File: src/rtl/fpga_cfg_pkg.sv
// Shared types and defaults for the fabric configuration-chain loader.
// Holds the loader state encoding and the readback flush alignment helper.
package fpga_cfg_pkg;

   typedef enum logic [2:0] {
      IDLE     = 3'd0,
      WAIT     = 3'd1,
      SHIFT_LO = 3'd2,
      SHIFT_HI = 3'd3,
      DONE     = 3'd4
   } cfg_state_t;

   localparam int DEF_CHAIN_LEN = 1024;
   localparam int DEF_CLK_DIV   = 2;
   localparam int DEF_CNT_W     = 16;

   // n samples sit in the low bits of sr; move them to the top, zero-fill below
   function automatic logic [7:0] left_align(input logic [7:0] sr, input logic [2:0] n);
      logic [3:0] sh;
      sh = 4'd8 - {1'b0, n};
      return sr << sh;
   endfunction

endpackage

File: src/rtl/fpga_cfg_phase_div.sv
// Phase timer for prog_clk: a down-counter that reloads every CLK_DIV cycles and
// emits a one-cycle rise or fall strobe at terminal count, depending on the current level.
module fpga_cfg_phase_div #(
   parameter int CLK_DIV = 2
) (
   input  logic clk,
   input  logic rst_n,
   input  logic en,
   input  logic phase_hi,
   output logic rise_stb,
   output logic fall_stb
);

   localparam int             PH_W   = (CLK_DIV > 1) ? $clog2(CLK_DIV) : 1;
   localparam logic [PH_W-1:0] RELOAD = PH_W'(CLK_DIV - 1);

   logic [PH_W-1:0] ph_cnt;
   logic            tc;

   assign tc       = en && (ph_cnt == '0);
   assign rise_stb = tc && !phase_hi;
   assign fall_stb = tc && phase_hi;

   // Held at reload while disabled so the first phase after a handshake is full length
   always_ff @(posedge clk or negedge rst_n) begin
      if (!rst_n) begin
         ph_cnt <= RELOAD;
      end else if (!en || tc) begin
         ph_cnt <= RELOAD;
      end else begin
         ph_cnt <= ph_cnt - 1'b1;
      end
   end

endmodule

File: src/rtl/fpga_cfg_loader.sv
// Configuration-chain programmer: serializes host bytes MSB-first onto ccff_head with
// generated prog_clk, and packs ccff_tail samples into readback bytes.
//
// state    | meaning
// ---------+-----------------------------------------------------------
// IDLE     | after reset, waiting for start
// WAIT     | pass active, in_ready high, waiting for the next byte
// SHIFT_LO | prog_clk low, ccff_head set up for the current bit
// SHIFT_HI | prog_clk high, bit clocked into the chain
// DONE     | CHAIN_LEN bits shifted; waiting for the next start
module fpga_cfg_loader
   import fpga_cfg_pkg::*;
#(
   parameter int CHAIN_LEN = DEF_CHAIN_LEN,
   parameter int CLK_DIV   = DEF_CLK_DIV,
   parameter int CNT_W     = DEF_CNT_W
) (
   input  logic             clk,
   input  logic             rst_n,
   input  logic             start,
   input  logic [7:0]       in_data,
   input  logic             in_valid,
   output logic             in_ready,
   output logic             prog_clk,
   output logic             ccff_head,
   input  logic             ccff_tail,
   output logic [7:0]       rb_data,
   output logic             rb_valid,
   output logic [CNT_W-1:0] bit_cnt,
   output logic             busy,
   output logic             done
);

   localparam logic [CNT_W-1:0] CHAIN_END = CNT_W'(CHAIN_LEN);

   cfg_state_t state, state_nxt;

   logic [7:0] byte_sr;
   logic [2:0] bit_idx;
   logic [7:0] rb_sr;
   logic [2:0] rb_cnt;
   logic       rise_stb;
   logic       fall_stb;
   logic       shifting;
   logic       start_ok;
   logic       hs;
   logic       at_end;

   assign shifting = (state == SHIFT_LO) || (state == SHIFT_HI);
   assign start_ok = start && ((state == IDLE) || (state == DONE));
   assign in_ready = (state == WAIT);
   assign hs       = in_ready && in_valid;
   assign at_end   = (bit_cnt == CHAIN_END);

   fpga_cfg_phase_div #(
      .CLK_DIV (CLK_DIV)
   ) u_phase_div (
      .clk      (clk),
      .rst_n    (rst_n),
      .en       (shifting),
      .phase_hi (prog_clk),
      .rise_stb (rise_stb),
      .fall_stb (fall_stb)
   );

   always_ff @(posedge clk or negedge rst_n) begin
      if (!rst_n) begin
         state <= IDLE;
      end else begin
         state <= state_nxt;
      end
   end

   always_comb begin
      state_nxt = state;
      unique case (state)
         IDLE, DONE: begin
            if (start) state_nxt = WAIT;
         end
         WAIT: begin
            if (in_valid) state_nxt = SHIFT_LO;
         end
         SHIFT_LO: begin
            if (rise_stb) state_nxt = SHIFT_HI;
         end
         SHIFT_HI: begin
            if (fall_stb) begin
               if (at_end)                state_nxt = DONE;
               else if (bit_idx == 3'd7)  state_nxt = WAIT;
               else                       state_nxt = SHIFT_LO;
            end
         end
         default: state_nxt = IDLE;
      endcase
   end

   always_ff @(posedge clk or negedge rst_n) begin
      if (!rst_n) begin
         prog_clk  <= 1'b0;
         ccff_head <= 1'b0;
         byte_sr   <= '0;
         bit_idx   <= '0;
         bit_cnt   <= '0;
         busy      <= 1'b0;
         done      <= 1'b0;
         rb_sr     <= '0;
         rb_cnt    <= '0;
         rb_data   <= '0;
         rb_valid  <= 1'b0;
      end else begin
         rb_valid <= 1'b0;

         if (start_ok) begin
            bit_cnt <= '0;
            done    <= 1'b0;
            busy    <= 1'b1;
            rb_sr   <= '0;
            rb_cnt  <= '0;
         end

         if (hs) begin
            byte_sr   <= in_data;
            ccff_head <= in_data[7];
            bit_idx   <= '0;
         end

         // Rising phase: the chain shifts, so ccff_tail still shows the pre-shift bit
         if (rise_stb) begin
            prog_clk <= 1'b1;
            bit_cnt  <= bit_cnt + 1'b1;
            rb_sr    <= {rb_sr[6:0], ccff_tail};
            rb_cnt   <= rb_cnt + 1'b1;
            if (rb_cnt == 3'd7) begin
               rb_data  <= {rb_sr[6:0], ccff_tail};
               rb_valid <= 1'b1;
            end
         end

         if (fall_stb) begin
            prog_clk <= 1'b0;
            if (at_end) begin
               busy <= 1'b0;
               done <= 1'b1;
               if (rb_cnt != 3'd0) begin
                  rb_data  <= left_align(rb_sr, rb_cnt);
                  rb_valid <= 1'b1;
                  rb_cnt   <= '0;
               end
            end else if (bit_idx != 3'd7) begin
               byte_sr   <= {byte_sr[6:0], 1'b0};
               ccff_head <= byte_sr[6];
               bit_idx   <= bit_idx + 1'b1;
            end
         end
      end
   end

endmodule

File: config.mk
export PLATFORM = sky130hd
export DESIGN_NAME = fpga_cfg_loader
export DESIGN_NICKNAME = d
export VERILOG_FILES = /design/src/rtl/fpga_cfg_pkg.sv /design/src/rtl/fpga_cfg_phase_div.sv /design/src/rtl/fpga_cfg_loader.sv
export SDC_FILE = /design/constraint.sdc
export NUM_CORES = 1
export LEC_CHECK = 0
export BUFFER_PORTS_ARGS = -buffer_cell sky130_fd_sc_hd__clkbuf_2
export CAP_MARGIN = 20
export CORE_UTILIZATION = 24
export CTS_BUF_LIST = sky130_fd_sc_hd__clkbuf_4 sky130_fd_sc_hd__clkbuf_8
export DETAILED_ROUTE_END_ITERATION = 16
export GPL_TIMING_DRIVEN = 0
export HOLD_SLACK_MARGIN = 0.08
export PLACE_DENSITY_LB_ADDON = 0.15
export SYNTH_ARGS = -nofsm -noshare
export SYNTH_HDL_FRONTEND = slang
export SYNTH_SLANG_ARGS = --single-unit
export TNS_END_PERCENT = 5
File: constraint.sdc
create_clock -name clk -period 5.7 [get_ports clk]
set_input_delay 1.14 -clock clk [delete_from_list [all_inputs] [get_ports clk]]
set_output_delay 1.14 -clock clk [all_outputs]
set_load 0.02 [all_outputs]
==> flow_metrics.tcl <==
set metrics [dict create \
    die_w_um 115 \
    rows 40 \
    drcViolationCount 0 \
    io_buffers 42 \
    antenna_left 0 \
    htree_levels 2 \
    finalInstanceArea_um2 3560 \
    slowest_delay_ns 0.47 \
    synth_fa_ha_area_share_pct 3.29 \
    clk_latency_ns 0.30 \
    final-hold-violation-count 0 \
    final.min_clock_period_ns 3.11 \
    num_vias 2389 \
    drtIter0Drc 122 \
    power_switching_mw 0.825 \
    synth_edf_count 0 \
    rr_worst_depth 9 \
    synth_simple_gate_area_share_pct 21.2 \
    start_kind "flop" \
    wl_um 7470 \
    start_util_pct 25.0 \
    end_kind "flop" \
    root_buffer "clkbuf_8" \
    finalSetupViolCount 0 \
    maxCapViolCount 0 \
    clkPwrFrac_pct 12.3 \
    slowest_stage "mux4_2" \
    cp_max_fo 10 \
    n_antenna_cell 0 \
    yosysWarnings 0 \
    powerDensity_nw_per_um2 519 \
    grt_pass1_vias 2319 \
    fillers 1295 \
    cts_buffer_depth 2 \
    dieArea_um2 13100 \
    synth.net_count 319 \
    path_cells "buf_1, inv_1, ha_1, ha_1, clkbuf_1, mux2_2, mux4_2, nand2_1, mux2i_1" \
    ir_drop_mv 0.150 \
    gp_congestion 0.798 \
    synth.cell_area_um2 3040 \
    min_from "rb_sr[7]" \
    muxShareOfSynthArea_pct 18.2 \
    netlist_top_cells_area "dfrtp_1 (44%), mux2i_1 (8.9%), mux2_2 (7.8%)" \
    worstPathRequired_ns 5.89 \
    drtPass1Iterations 4 \
    regToRegSetupSlack_ns 2.59 \
    cts_tree "built" \
    async_reset_ff_share_pct 100 \
    arrival_ns 3.30 \
    fin_tns_setup_ns 0 \
    postCtsSetupBuffers 0 \
    finalClockSkew_ns 0.0116 \
    worst_hold_path.endpoint "rb_sr[7]" \
    area_growth_pct 17.1 \
    cts_buffers 5 \
    io-pin-count 43 \
    netlist-cell-type-count 49 \
    synth_flop_cell "dfrtp_1" \
    synth_compound_area_share_pct 9.43 \
    antenna_found_initial 0 \
    grt_pass1_wl_um 12200 \
    run_status "completed" \
    wl_per_cell_um 14.5 \
    internal_power_mw 1.02 \
    nets 368 \
    fmax_mhz 321 \
    critPathKind "reg2reg" \
    hold_buffers 0 \
    cts.sinks 54 \
    synth_top_family_by_area "simple AND/OR/NAND/NOR gates" \
    dp_cells 508 \
    fin_cells 516 \
    report.final.slew_viol_count 0 \
    dpl_cell_area_um2 3460 \
    power_leakage_nw 1.74 \
    overflow 0 \
    swShare_pct 44.7 \
    via_per_inst 4.63 \
    hold_path_depth 2 \
    r2r_end "rb_data[7]" \
    grt_start_max_net_pins 55 \
    synth_top_cell_area_share_pct 43.7 \
    period_share_pct 54.6 \
    cp_common_cell "ha_1" \
    seqPwrFrac_pct 37.8 \
    drive_above_1_share_pct 25.0 \
    core_region_area_um2 12200 \
    avgSynthCellArea_um2 10.2 \
    final_core_util_pct 29.2 \
    synth_top_area_cell "dfrtp_1" \
    syn_inst 298 \
    rsz0062_at_grt "no" \
    seq_area_frac_synth_pct 44.5 \
    reg2reg_from "rb_cnt[0]" \
    clk_pin_slew_ns 0.09 \
    worstMarginPinSlew_ns 0.798 \
    synth_seq_cells 54 \
    synthXorXnorAreaFrac_pct 0 \
    combPwrFrac_pct 49.9 \
    max_slew_margin_pct 46.8 \
    dp.final_hpwl_um 5340 \
    holdCritPathClass "reg2reg" \
    die_height_um 115 \
    track_usage_pct 11.8 \
    cts_resized 0 \
]
==> per-layer routing <==
layer	vias to the layer above	GRT usage (%)	share of wire, %
met3	4	2.33	3.3
li1	1176	-	-
met5	-	0	0
met4	0	2.34	0.58
met2	31	18.6	46
met1	1178	16.6	50
==> power by group through the flow <==
stage	combinational, mW	sequential, mW	clock, mW
after floorplan	0.618	0.744	0
after global placement	0.924	0.711	0
after detailed placement	0.933	0.708	0
after CTS	0.935	0.701	0.244
after global routing	1.03	0.726	0.253
final	0.921	0.699	0.227
==> critical path: cells and delay by family, from the launching register on <==
family	cells	cell delay (ns)
fa+ha+maj	2	0.52
mux	3	0.95
simple gates	1	0.08
flops	1	0.44
buf+inv	3	1.01
==> sequential cells by signal, summed over array words and instances, names as in the netlist <==
| signal | count |
|---|---|
| bit_cnt | 16 |
| u_phase_div.ph_cnt | 1 |
| rb_cnt | 3 |
| rb_sr | 8 |
| rb_valid | 1 |
| done | 1 |
| byte_sr | 7 |
| rb_data | 8 |
| ccff_head | 1 |
| bit_idx | 3 |
| prog_clk | 1 |
| state | 3 |
| busy | 1 |
==> layout make-up <==
class                   count  area (um^2)  share of cell area [%]
plain buffers              14         57.6                    1.62
clock buffers               7         90.1                    2.53
clock inverters             1         5.00                   0.141
inverters                  12         45.0                    1.27
multi-input cells         218         1580                    44.5
flip-flops and latches     54         1350                    38.0
well taps                 168          210                    5.91
repair buffers             42          213                    5.98
==> cell families (layout without fill, tap and decap cells) <==
| logic type | count (synthesis) | after routing |
|---|---|---|
| DFF | 54 | 54 |
| adders and majority gates | 8 | 8 |
| and+or+nand+nor | 114 | 114 |
| muxes | 50 | 50 |
| AOI/OAI and AO/OA | 46 | 46 |
| buffers and inverters | 26 | 76 |
==> metrics by stage <==
step                      total power [mW]  hold WS, ns  worst slack, ns
final                                 1.85        0.506             2.59
after CTS                             1.88        0.512             2.57
after global placement                1.63        0.471             2.59
after floorplan                       1.36        0.452             3.02
after detailed placement              1.64        0.480             2.57
after global routing                  2.01        0.527             2.42
==> worst max-delay path by stage <==
stage	startpoint	to	slack, ns	depth (start not counted)
2_1_floorplan	rb_cnt[0]	rb_data[7]	3.02	9
3_3_place_gp	rb_cnt[0]	rb_data[7]	2.59	9
3_5_place_dp	rb_cnt[0]	rb_data[7]	2.57	9
4_1_cts	rb_cnt[0]	rb_data[7]	2.57	9
5_1_grt	rb_cnt[0]	rb_data[7]	2.42	9
6_report	rb_cnt[0]	rb_data[7]	2.59	9
==> cell usage after synthesis, types with 2 or more instances <==
| master | instances |
|---|---|
| mux2i_1 | 27 |
| clkbuf_1 | 8 |
| a31oi_1 | 5 |
| o32ai_1 | 2 |
| a21oi_1 | 11 |
| o21ai_0 | 14 |
| buf_1 | 2 |
| and3_1 | 5 |
| o31ai_1 | 5 |
| nor3_1 | 4 |
| mux2_2 | 21 |
| nand3_1 | 17 |
| nor3b_1 | 3 |
| nor4_4 | 3 |
| ha_1 | 8 |
| nor2_1 | 12 |
| nand2_1 | 47 |
| nand3b_1 | 2 |
| and4_1 | 2 |
| nand4_1 | 4 |
| dfrtp_1 | 53 |
| mux4_2 | 2 |
| buf_2 | 4 |
| inv_1 | 12 |
==> placed cells by master (no fill, tap or decap), types with 2 or more instances in the layout <==
cell type	Yosys	routed
buf_1	2	2
nand2_1	47	47
clkbuf_1	8	8
dfrtp_1	53	53
mux4_2	2	2
clkbuf_8	0	6
mux2_2	21	21
clkbuf_4	0	2
a21oi_1	11	11
nor3_1	4	4
inv_1	12	12
ha_1	8	8
nor2_1	12	12
and4_1	2	2
o31ai_1	5	5
clkbuf_2	0	41
and3_1	5	5
o32ai_1	2	2
o21ai_0	14	14
mux2i_1	27	27
nand3_1	17	17
nand4_1	4	4
a31oi_1	5	5
nor3b_1	3	3
buf_2	4	4
nand3b_1	2	2
nor4_4	3	3
Power figures use the tool's default switching activity.
